<file path="config.mk">
export PLATFORM = sky130hd
export DESIGN_NAME = watch2count
export DESIGN_NICKNAME = d
export VERILOG_FILES = /design/src/rtl/watch2count.sv
export SDC_FILE = /design/constraint.sdc
export NUM_CORES = 1
export LEC_CHECK = 0
export ABC_CLOCK_PERIOD_IN_PS = 4300
export CORE_ASPECT_RATIO = 0.5
export CORE_MARGIN = 5
export CORE_UTILIZATION = 59
export CTS_CLUSTER_DIAMETER = 40
export DETAILED_ROUTE_END_ITERATION = 6
export PLACE_DENSITY = 0.82
export SYNTH_ARGS = -nofsm -noshare
export SYNTH_HDL_FRONTEND = slang
export SYNTH_SLANG_ARGS = --single-unit
</file>
<file path="constraint.sdc">
create_clock -name clk -period 4.3 [get_ports clk]
set_input_delay 0.645 -clock clk [delete_from_list [all_inputs] [get_ports clk]]
set_output_delay 0.645 -clock clk [all_outputs]
set_load 0.02 [all_outputs]
</file>
<file path="src/rtl/watch2count.sv">
// watch2count: converts watch time (hr, min, s, ms) into a linear millisecond
// count. The conversion is an iterative multiply-accumulate with one
// constant-multiply stage per clock, controlled by a start/busy/done handshake.
module watch2count #(
  parameter int BITS = 26
) (
  input  logic            clk,
  input  logic            nreset,
  input  logic            start,
  input  logic [9:0]      ms,
  input  logic [5:0]      s,
  input  logic [5:0]      min,
  input  logic [6:0]      hr,
  output logic            busy,
  output logic            done,
  output logic [BITS-1:0] count,
  output logic            err,
  output logic            ovf
);

  // The accumulator width is fixed: the largest valid result (35,999,999)
  // fits in 26 bits, so no stage can overflow it.
  localparam int ACC_W = 26;
  localparam int EXT_W = (BITS > ACC_W) ? BITS : ACC_W;

  typedef enum logic [2:0] {
    IDLE,
    MUL_MIN,
    MUL_S,
    MUL_MS,
    FINISH
  } state_t;

  state_t             state;
  state_t             state_nxt;
  logic [ACC_W-1:0]   acc;
  logic               range_err;
  logic [9:0]         ms_l;
  logic [5:0]         s_l;
  logic [5:0]         min_l;

  // x*60 as shift-add: 64x - 4x.
  function automatic logic [ACC_W-1:0] mul60(input logic [ACC_W-1:0] x);
    return (x << 6) - (x << 2);
  endfunction

  // x*1000 as shift-add: 1024x - 16x - 8x.
  function automatic logic [ACC_W-1:0] mul1000(input logic [ACC_W-1:0] x);
    return (x << 10) - (x << 4) - (x << 3);
  endfunction

  // Low BITS bits of the accumulator, zero-extended when BITS is wider.
  function automatic logic [BITS-1:0] fit_count(input logic [ACC_W-1:0] x);
    logic [EXT_W-1:0] ext;
    ext = EXT_W'(x);
    return ext[BITS-1:0];
  endfunction

  // Set when the accumulator holds any bit at or above position BITS.
  function automatic logic fit_ovf(input logic [ACC_W-1:0] x);
    logic [EXT_W-1:0] ext;
    ext = EXT_W'(x);
    return (ext >> BITS) != '0;
  endfunction

  // State register.
  always_ff @(posedge clk or negedge nreset) begin
    if (!nreset) state <= IDLE;
    else         state <= state_nxt;
  end

  // Next-state logic: a fixed walk through the stages once started.
  always_comb begin
    state_nxt = state;
    case (state)
      IDLE:    if (start) state_nxt = MUL_MIN;
      MUL_MIN: state_nxt = MUL_S;
      MUL_S:   state_nxt = MUL_MS;
      MUL_MS:  state_nxt = FINISH;
      FINISH:  state_nxt = IDLE;
      default: state_nxt = IDLE;
    endcase
  end

  // Input capture at the accepted start; frozen for the rest of the conversion.
  always_ff @(posedge clk) begin
    if (state == IDLE && start) begin
      ms_l  <= ms;
      s_l   <= s;
      min_l <= min;
    end
  end

  // Accumulator stages, handshake flags and result registers.
  always_ff @(posedge clk or negedge nreset) begin
    if (!nreset) begin
      acc       <= '0;
      range_err <= 1'b0;
      busy      <= 1'b0;
      done      <= 1'b0;
      count     <= '0;
      err       <= 1'b0;
      ovf       <= 1'b0;
    end else begin
      done <= 1'b0;
      case (state)
        IDLE: begin
          if (start) begin
            acc       <= ACC_W'(hr);
            range_err <= (ms > 10'd999) | (s > 6'd59) | (min > 6'd59) | (hr > 7'd9);
            busy      <= 1'b1;
          end
        end
        MUL_MIN: acc <= mul60(acc) + ACC_W'(min_l);
        MUL_S:   acc <= mul60(acc) + ACC_W'(s_l);
        MUL_MS:  acc <= mul1000(acc) + ACC_W'(ms_l);
        FINISH: begin
          busy <= 1'b0;
          done <= 1'b1;
          if (range_err) begin
            count <= '0;
            err   <= 1'b1;
            ovf   <= 1'b0;
          end else begin
            count <= fit_count(acc);
            err   <= 1'b0;
            ovf   <= fit_ovf(acc);
          end
        end
        default: ;
      endcase
    end
  end

endmodule

</file>
# [After elaboration in Yosys (flattened, before gate mapping)]
# Cells that the tools add are included.
[totals] out_inout_bits=30 register_bits=81 input_bits=32 word_cells=44
[classes] n_eq_ne=5 magnitude_cmp=4 addsub=6 muxes=9 n_bitwise=3 n_reduce_logical=7
[op_table] operator="case mux 26 bit (4 select lines)" count=1
[op_table] operator="subtractor 26 bit" count=3
[op_table] operator="adder 26 x 6 -> 26 bit" count=2
[op_table] operator="2-to-1 mux 26 bit" count=2
[op_table] operator="adder 26 x 10 -> 26 bit" count=1
[op_table] operator="> comparator 6 bit (second input constant)" count=2
[op_table] operator="case mux 3 bit (4 select lines)" count=1
[op_table] operator="> comparator 10 bit (second input constant)" count=1
[op_table] operator="> comparator 7 x 4 -> 1 bit (second input constant)" count=1
[op_table] operator="== test 3 x 2 -> 1 bit (second input constant)" count=2
[op_table] operator="AND reduction 2 bit" count=3
[op_table] operator="nonzero test 4 bit" count=1
[op_table] operator="== test 3 x 1 -> 1 bit (second input constant)" count=1
[op_table] operator="== test 3 bit (second input constant)" count=1
[op_table] operator="logical NOT 3 bit" count=1
[op_table] operator="2-to-1 mux 1 bit" count=3
[op_table] operator="2-to-1 mux 3 bit" count=1
[op_table] operator="OR 1 bit" count=3
[op_table] operator="inequality test 2 bit (second input constant)" count=1
[op_table] operator="case mux 1 bit (2 select lines)" count=1
[op_table] operator="nonzero test 2 bit" count=1
[op_table] operator="logical AND 1 bit" count=1

# [Depth between registers and ports, before layout]
# Gate-level depths: netlist (run 1).
[logic_depth] depth_word=4 ltp_mapped=13 mapped_depth_nobuf=13

# [Worst setup path before layout (run 1)]
# Ideal clock, no wire load.
[synth_timing] path_kind="reg-to-reg" start="register state[1]" end="register acc[17]" path_stages_with_launch=14 required_ps=4174 path_buffers=1 t_arrival_ps=3270 path_slack_ps=904 setup_time_ps=126 cell_sequence="dfrtp_1 > clkbuf_1 > nor3b_1 > mux2_2 > ha_1 > a21o_1 > a21oi_1 > or2b_1 > a21oi_1 > nand4b_1 > or3b_1 > xnor2_1 > nor2_1 > a221o_1"
[synth_between] elab_chain_len=3 elab_cells_between_ends=8
[synth_lines] element="start, declared" line="34" source="state_t state;"
[synth_lines] element="start signal, assigned" line="69" source="else state <= state_nxt;"
[synth_lines] element="== test 3 x 2 -> 1 bit, or another cell as far along" line="106" source="case (state)"
[synth_lines] element="nonzero test 4 bit (no source line) or inequality test 2 bit (tied branches)"
[synth_lines] element="AND reduction 2 bit (no source line)"
[synth_lines] element="end signal, assigned" line="109" source="acc <= ACC_W'(hr);"
[synth_lines] element="end signal, assigned" line="114" source="MUL_MIN: acc <= mul60(acc) + ACC_W'(min_l);"
[synth_lines] element="end signal, assigned" line="115" source="MUL_S: acc <= mul60(acc) + ACC_W'(s_l);"
[synth_lines] element="end, declared" line="36" source="logic [ACC_W-1:0] acc;"
# Several ways; a longest one is shown, not always the timed one.
# A chain may end at the register's enable or synchronous reset.

# [Final worst setup path (run 1)]
[layout_timing] start="register acc[1]" end="register acc[25]"
[layout_between] elab_chain_len=4 elab_cells_between_ends=7
[layout_lines] element="subtractor 26 bit (2 in a row)" line="49" source="return (x << 10) - (x << 4) - (x << 3);"
[layout_lines] element="adder 26 x 10 -> 26 bit" line="116" source="MUL_MS: acc <= mul1000(acc) + ACC_W'(ms_l);"
[layout_lines] element="case mux 26 bit (4 select lines) (*)" line="106"
# Every way passes the cells marked *; elsewhere a longest branch is shown, timed or not.

==> results of run 1 <==
routing by layer:
layer / track usage (%) / vias to the layer above / share of wire (%)
met1: 35.61 / 2780 / 46
li1: - / 2765 / -
met4: 5.142 / 0 / 1.1
met3: 5.089 / 21 / 5.7
met2: 45.11 / 188 / 48
met5: 0 / - / 0
stage by stage:
stage / utilization, % / std cells / setup WS (ps) / area [um2]
final: 70.02 / 929 / 422.8 / 7782
after global routing: 70.02 / 929 / 63.96 / 7782
after global placement: 67.38 / 913 / 636.1 / 7488
after floorplan: - / 728 / 903.9 / 6785
after detailed placement: 67.38 / 913 / 555.0 / 7488
after CTS: 70.02 / 929 / 521.2 / 7782
sequential cells by signal (all words and copies together) (netlist names):
| register | flops |
|---|---|
| acc | 26 |
| busy | 1 |
| count | 26 |
| done | 1 |
| err | 1 |
| min_l | 6 |
| ms_l | 10 |
| range_err | 1 |
| s_l | 6 |
| state | 3 |
kinds of logic after synthesis:
logic type	count (synthesis)	share of synthesized area [%]
buffers and inverters	72	4.499
AO/OA/AOI/OAI	229	22.59
other	1	0.05527
flip-flops	81	31.50
multiplexers	8	1.272
AND/OR/NAND/NOR	208	16.97
XOR/XNOR	56	7.228
adder cells (fa/ha/maj)	73	15.90
layout make-up:
cell class | instances | area share (%)
inverter | 44 | 2.122
clock buffer | 10 | 3.071
sequential | 81 | 27.46
timing repair buffer | 68 | 8.424
multi-input combinational | 575 | 55.88
tap | 145 | 2.331
clock inverter | 6 | 0.7074
placed cells by master (no fill, tap or decap), drive strengths merged, types with 4 or more instances in the layout:
master          n
nor2           32
a21o           14
nand2b          9
o21a           10
o31ai          23
ha             51
and4            7
nor4           10
xor2           22
xnor2          34
a211oi         14
a21oi          51
a211o           4
nand3          10
a221o           4
nand2          82
o221ai          4
buf             9
nor2b           8
a22oi          12
and2            4
nand4          13
mux2            5
inv            49
nor3            7
clkbuf         10
o21ai          59
dfrtp          59
fa             22
and3            6
clkdlybuf4s50  59
edfxtp         22
how the worst min path moves through the flow:
stage	endpoint	slack (ps)	cells after the start	start
final	done$_DFF_PN0_	80	1	nreset
after global routing	done$_DFF_PN0_	80	1	nreset
after CTS	range_err$_DFFE_PN0P_	90	1	nreset
after floorplan	acc[0]$_DFFE_PN0P_	350	0	nreset
after global placement	done$_DFF_PN0_	450	1	nreset
after detailed placement	done$_DFF_PN0_	450	1	nreset
==> impl_metrics.py, run 1 <==
metrics = {
    "outcome": {
        "status": "finished, final reports clean",
    },
    "finish": {
        "fill_cells": 883,
        "ff_latch_area_um2": 2137,
        "antenna_cells": 0,
        "multi_input_area_um2": 4349,
        "final_nets": 884,
        "drive_gt1_share_pct": 9.184,
        "area_delta_synth_final_pct": 14.70,
    },
    "timing": {
        "hold_violations": 0,
        "fin_tns_setup_ps": 0,
        "setup_viol": 0,
        "worst_clock_skew_ps": 12.84,
        "max_clock_freq_ghz": 0.2579,
        "post-route-period-util_pct": 90.17,
        "rsz0062_at_grt": "false",
        "report.final.slew_viol_count": 0,
        "min_period_ps": 3877,
        "relSlewSlack_pct": 11.98,
        "hold_slack_ps": 84.03,
        "max_slew.worst_pin.slew_ps": 1320,
    },
    "synthesis": {
        "avgSynthCellArea_um2": 9.320,
        "synth_seq_cells": 81,
        "ys_seq_area_share_pct": 31.50,
        "synthArstFlopShare_pct": 72.84,
        "post-synth-top-count-cell": "nand2_1",
        "synth.cells.most_frequent": "82 x nand2_1, 59 x dfrtp_1, 56 x o21ai_0",
        "syn_inst": 728,
        "synth.top_cell.area_share_pct": 21.76,
        "ys_top_cells_by_area": "dfrtp_1 22%, edfxtp_1 9.7%, ha_1 9.4%",
        "synth.largest_area_cell": "dfrtp_1",
        "synth_ff_type": "dfrtp_1",
        "syn_nets": 833,
        "synth_edf_count": 22,
        "ys_types": 89,
        "synth-warning-count": 0,
        "syn_area_um2": 6785,
    },
    "setup_path": {
        "worstPathRequired_ps": 4530,
        "worstPathCellList": "inv_1, fa_1, ha_1, nor2b_1, o21ai_0, a21oi_1, a2111oi_0, o21ai_0, a41oi_1, a22oi_1, mux2i_1, a221o_1",
        "worstSetupStartpointType": "register",
        "crit_path_end_kind": "register",
        "worst_path_max_delay_cell": "a2111oi_0",
        "crit_top_cell": "o21ai_0",
        "setup.worst_path.start": "acc[1]$_DFFE_PN0P_",
        "cp_top_family": "compound AO/OA/AOI/OAI gates",
        "worstSetupPathType": "reg2reg",
        "crit_fanout": 5,
        "rrSetupSlack_ps": 420,
        "r2r_start": "acc[1]$_DFFE_PN0P_",
        "rr_worst_depth": 12,
        "cp.arrival_ps": 4100,
        "worstReg2RegEnd": "acc[25]$_DFFE_PN0P_",
        "cpPeakStageDelay_ps": 540,
        "cp.buffers_inverters": 1,
        "cp.depth": 12,
        "crit_end": "acc[25]$_DFFE_PN0P_",
    },
    "clocking": {
        "clk_latency_ps": 350,
        "cts_num_sinks": 81,
        "clkTransAtPathRegs_ps": 70,
        "cts_buffers": 9,
        "cts_tree": "yes",
        "cts.repair.resized": 0,
        "ctsRootBufferMaster": "clkbuf_16",
        "htreeDepth": 3,
        "cts_hold_buf": 0,
        "clk_path_buf_depth": 2,
        "post_cts_buffers": 0,
    },
    "floorplan": {
        "core_area_um2": 11110,
        "die_y_um": 85.83,
        "placementRows": 27,
        "start_util_pct": 61.05,
        "ios": 62,
        "die_area_um2": 13880,
        "die_w_um": 161.7,
    },
    "global_routing": {
        "antenna_found_initial": 0,
        "grt_pass1_vias": 5703,
        "grt-ovfl-total": 0,
        "grt_pass1_wl_um": 29430,
        "track_usage_pct": 26.38,
        "grt_max_degree": 57,
    },
    "route": {
        "antenna_left": 0,
        "viasPerCell": 6.194,
        "avgRoutedWirePerCell_um": 19.23,
        "drt_iter0_markers": 475,
        "via_count": 5754,
        "firstDrtPassIters": 6,
        "routed_wl_um": 17870,
        "drc": 0,
    },
    "job": {
        "drv_cap": 0,
    },
    "placed_design": {
        "port_buffers": 60,
        "gp_congestion": 0.9440,
        "detailed_place_hpwl_um": 13760,
    },
    "hold_path": {
        "min_path_type": "in2async",
    },
}
Power of run 1 is not shown: default switching activity piles up to over one toggle a cycle in this logic, so the estimate is an artifact.
==> run 2, diff against run 1 <==
--- a/config.mk
+++ b/config.mk
@@ -12,6 +12,7 @@
 export CTS_CLUSTER_DIAMETER = 40
 export DETAILED_ROUTE_END_ITERATION = 6
 export PLACE_DENSITY = 0.82
+export SETUP_SLACK_MARGIN = 0.02
 export SYNTH_ARGS = -nofsm -noshare
 export SYNTH_HDL_FRONTEND = slang
 export SYNTH_SLANG_ARGS = --single-unit
==> results of run 2 <==
No change in the layout: final DEF, timing and power equal those of run 1.
Power of run 2 is left out for the same reason.
==> patch 1, RTL diff (settings of run 1) <==
Reset style: synchronous (`nreset`), changed in 2 clocked blocks.
--- a/src/rtl/watch2count.sv
+++ b/src/rtl/watch2count.sv
@@ -66,3 +66,3 @@
   // State register.
-  always_ff @(posedge clk or negedge nreset) begin
+  always_ff @(posedge clk) begin
     if (!nreset) state <= IDLE;
@@ -94,3 +94,3 @@
   // Accumulator stages, handshake flags and result registers.
-  always_ff @(posedge clk or negedge nreset) begin
+  always_ff @(posedge clk) begin
     if (!nreset) begin
Check against the original RTL: differs if nreset is asserted again (counterexample within 4 cycles, from zero or initial values and one cycle with nreset low); with nreset held inactive, the same outputs for 4 cycles.
==> patch 1 against run 1 <==
- sequential cell count stayed put
- critical path type unchanged
- die area shrank 3.6%
- routed wire length up 0.65%
- hold slack improved by 400 ps
- first-iteration DRC count is 4.0% higher
- final area down 3.7%
- synthesized area shrank 3.9%
- setup slack lost 31 ps
==> patch 1: results (changes against run 1) <==
metric,value,unit,change
outcome,"finished, final reports clean",,
"Max FO, Critical Path",6,,+1
Max clock buf depth,2,,unchanged
DRT iter0 DRCs,494,,+4.0%
wire length per cell,19.13,µm,-0.53%
GRT Total Usage,27.09,%,+0.71 points
Critical Path Max Stage Delay,510,ps,-30 ps
first drt pass iteration count,6,,unchanged
Worst Skew,10.21,ps,-2.637 ps
NumNets Final,895,,+1.2%
maximum number of pins on one net before global-route repair,56,,-1.8%
sequential area share after synthesis,28.25,%,-3.2 points
Placer Congestion,0.9200,,-2.5%
share of cells above drive strength 1,7.799,%,-1.4 points
post-DP HPWL,13760,µm,about the same
slowest library cell on the worst path,fa_1,,
worst skew pair latency,350,ps,about the same
Synth Net Count,852,,+2.3%
Regs by FF count,"acc x26, count x26, ms_l x10",,
ANT cells,0,,unchanged
unique cell type count in the Yosys netlist,84,,-5.6%
synth top area cells,"dfxtp_1 (18%), edfxtp_1 (10%), ha_1 (9.8%), fa_1 (6.8%), a21oi_1 (6.0%)",,
adder-cell area share of the yosys netlist,16.55,%,+0.65 points
Synth Area in Compound Gates,22.61,%,about the same
post_cts resized,0,,unchanged
Fillers,894,,+1.2%
Commonest cells post-synth,"nor2_1 (81), a21oi_1 (78), dfxtp_1 (59)",,
ys async rst share,0,%,-73 points
Pleak,2.881,nW,
Synth Area in XOR/XNOR,8.196,%,+0.97 points
vias in the first global route,5737,,+0.60%
VDD IR max,347.4,µV,
mux contribution to synthesized area,1.017,%,-0.26 points
initial antenna violation count,0,,unchanged
CTS root buf,clkbuf_16,,
Via-to-Cell Ratio,6.319,,+2.0%
port bufs,60,,unchanged
setup TNS,0,ps,unchanged
Post-CTS Setup Repair Bufs,0,,unchanged
Hold Path Class,reg2reg,,
Ys Warns,0,,unchanged
number of flops mapped to enable cells by yosys,22,,unchanged
"Reg clk slew, reported paths",70,ps,about the same
max_slew headroom,27.72,%,+16 points
global-route wire length before repair,28590,µm,-2.9%
H-tree depth,3,,unchanged
==> patch 1: changes by cell type in the layout (fill, tap and decap cells not counted), sizes merged, moves of 8 or more <==
cell    before  now
a222oi       0    8
o21ai       59   29
nor2        32   82
a22oi       12    4
dfrtp       59    0
dfxtp        0   59
o31ai       23    4
nand2       82   43
a21oi       51   82
nor3         7   39
==> patch 1: cells by family (layout without fill, tap and decap cells) <==
kind of cell               count (synthesis)  count (layout)
and+or+nand+nor                          235             235
AOI/OAI and AO/OA                        215             215
DFF                                       81              81
buffers and inverters                     81             129
adders and majority gates                 73              73
xor gates and xnor gates                  55              55
muxes                                      6               6
other                                      1               1
==> patch 1: cell type report <==
cell class | instances | area (µm²) | area share [%]
Clock buffer | 9 | 225.2 | 3.004
Clock inverter | 7 | 72.57 | 0.9680
Inverter | 48 | 180.2 | 2.403
Multi-Input combinational cell | 585 | 4358 | 58.13
Sequential cell | 81 | 1842 | 24.57
Tap cell | 145 | 181.4 | 2.420
Timing Repair Buffer | 65 | 638.1 | 8.511
==> patch 1: path summary, 6_finish.rpt <==
check / from / endpoint / slack, ps / depth (start not counted)
worst max-delay path: acc[2] / acc[24] / 390 / 12
worst min-delay path: count[14] / count[14] / 490 / 2
worst max register to register: acc[2] / acc[24] / 390 / 12
worst min register to register: count[14] / count[14] / 490 / 2
==> patch 1: worst max-delay path, delay by kind of cell (launching register included) <==
family | cells | cell delay [ps]
DFF | 1 | 470
muxes | 1 | 330
AOI/OAI and AO/OA | 5 | 1030
adders and majority gates | 2 | 880
buffers and inverters | 1 | 220
and+or+nand+nor | 3 | 840
==> patch 1: power by group <==
group	internal, mW	total (mW)	switching (mW)
Combinational	1.99	4.83	2.84
Sequential	0.874	0.990	0.117
Clock	0.410	0.778	0.368
==> patch 1: per-stage QoR <==
| step | utilization, % | worst slack (ps) | hold WS (ps) | cell area [µm²] | cells |
|---|---|---|---|---|---|
| 2_1_floorplan | - | 348.9 | 485.5 | 6519 | 747 |
| 3_3_place_gp | 65.98 | 597.2 | 468.0 | 7199 | 924 |
| 3_5_place_dp | 65.98 | 523.5 | 476.3 | 7199 | 924 |
| 4_1_cts | 68.71 | 488.2 | 492.3 | 7497 | 940 |
| 5_1_grt | 68.71 | 141.5 | 514.4 | 7497 | 940 |
| 6_report | 68.71 | 391.8 | 486.3 | 7497 | 940 |
==> patch 1: layer usage <==
| layer | vias to the layer above | GRT usage [%] | part of all wire, % |
|---|---|---|---|
| met5 | - | 0 | 0 |
| met4 | 0 | 8.359 | 2.8 |
| met3 | 53 | 6.643 | 8.2 |
| met2 | 279 | 44.69 | 47 |
| met1 | 2814 | 35.23 | 42 |
| li1 | 2794 | - | - |
==> patch 2, RTL diff (config.mk and constraints of run 1) <==
Without the edit above. Change the parameter `BITS` from 26 to 13.
--- a/src/rtl/watch2count.sv
+++ b/src/rtl/watch2count.sv
@@ -4,3 +4,3 @@
 module watch2count #(
-  parameter int BITS = 26
+  parameter int BITS = 13
 ) (
Interface: changed (resized count); port bits go from 62 to 49. The function was not compared with the original's and may differ.
==> patch 2 against run 1 <==
- setup slack worse by 240 ps
- sequential cell count down 12
- first-iteration DRC count fell by 4.0%
- synthesized area fell by 8.9%
- global-route usage rose by 0.36 points
- count of clock-buffer cells in the layout unchanged
- routed wire length shrank 9.1%
- hold slack better by 390 ps
- final area shrank 8.5%
- critical path type unchanged
Power is not shown: default switching activity piles up to over one toggle a cycle in this logic, so the estimate is an artifact.
==> patch 2: results (changes against run 1) <==
metric,value,unit,change
outcome,"finished, final reports clean",,
CTS root buf,clkbuf_16,,
vias in the first global route,5417,,-5.0%
"Max FO, Critical Path",4,,-1
Worst Skew,11.28,ps,-1.558 ps
routed wire length,16240,µm,-9.1%
number of flops mapped to enable cells by yosys,22,,unchanged
maximum number of pins on one net before global-route repair,48,,-16%
synth top area cells,"dfrtp_1 (19%), ha_1 (11%), edfxtp_1 (11%), fa_1 (7.1%), xnor2_1 (3.8%)",,
Fillers,799,,-9.5%
Commonest cells post-synth,"ha_1 (56), nand2_1 (54), dfrtp_1 (47)",,
unique cell type count in the Yosys netlist,74,,-17%
Area after DPL,0.006798,mm²,-9.2%
port bufs,48,,-20%
CP arrival,4390,ps,+290 ps
Hold Path Class,reg2reg,,
DRT iter0 DRCs,456,,-4.0%
Ys Warns,0,,unchanged
Via-to-Cell Ratio,6.310,,+1.9%
Synth Net Count,773,,-7.2%
global-route wire length before repair,26880,µm,-8.7%
first drt pass iteration count,5,,-1
Placer Congestion,0.9328,,-1.2%
post-DP HPWL,12270,µm,-11%
share of cells above drive strength 1,7.193,%,-2.0 points
GRT Total Usage,26.75,%,+0.36 points
"Reg clk slew, reported paths",60,ps,
NumNets Final,814,,-7.9%
sequential area share after synthesis,29.71,%,-1.8 points
pin slew with the least headroom to its limit,1157,ps,-163.4 ps
Regs by FF count,"acc x26, count x13, ms_l x10",,
ys async rst share,68.12,%,-4.7 points
## patch 2: per-stage QoR
step | instances | hold WS, ps | utilization, % | setup WS [ps]
after floorplan | 663 | 349.4 | - | 445.0
after global placement | 833 | 459.8 | 66.55 | 339.4
after detailed placement | 833 | 465.7 | 66.55 | 237.9
after CTS | 849 | 480.0 | 69.71 | 191.0
after global routing | 849 | 505.0 | 69.72 | 14.83
final | 849 | 474.6 | 69.72 | 182.2
## patch 2: worst paths after layout
check / start / end / slack [ps] / cells after the start
max: state[0] / acc[25] / 180 / 12
max reg2reg: state[0] / acc[25] / 180 / 12
max in group asynchronous: nreset / acc[2] / 3050 / 1
min: count[4] / count[4] / 470 / 2
min reg2reg: count[4] / count[4] / 470 / 2
min in group asynchronous: nreset / acc[23] / 540 / 1
## patch 2: timing repair
action                                 in CTS  in global routing
resized for setup                           0                  1
setup buffers                               0                  0
setup endpoints to repair                   0                  2
hold buffers                                0                  0
endpoints found under the hold margin       0                  0
## patch 2: worst max-delay path: stages, from the launching register on
cell	delay, ps
dfrtp_1	390
nor3b_1	580
mux2_2	420
ha_1	360
o21ai_0	90
nor2_1	140
o21a_1	170
nand3_1	180
nor4b_4	330
and4_4	300
or4b_4	480
or4b_1	490
nand3_1	110
## patch 2: cell families after synthesis
| group | Yosys count | synth area share (%) |
|---|---|---|
| and+or+nand+nor | 204 | 17.71 |
| DFF | 69 | 29.71 |
| AOI/OAI and AO/OA | 185 | 20.46 |
| buffers and inverters | 61 | 3.704 |
| xor gates and xnor gates | 54 | 7.650 |
| adders and majority gates | 78 | 18.46 |
| muxes | 12 | 2.307 |
## patch 2: layout make-up
cell class	instances	area, µm²	share of cell area, %
timing repair buffer	55	528.0	7.414
clock inverter	6	93.84	1.318
inverter	36	135.1	1.897
clock buffer	10	229.0	3.215
tap	140	175.2	2.460
sequential	69	1837	25.79
multi-input combinational	533	4124	57.91
## patch 2: metal layers
metal / track usage (%) / part of all wire (%) / routed length (µm)
met5: 0 / 0 / 0
met4: 7.930 / 2.0 / 329
met3: 5.258 / 6.7 / 1089
met2: 49.35 / 49 / 7973
met1: 32.46 / 42 / 6842
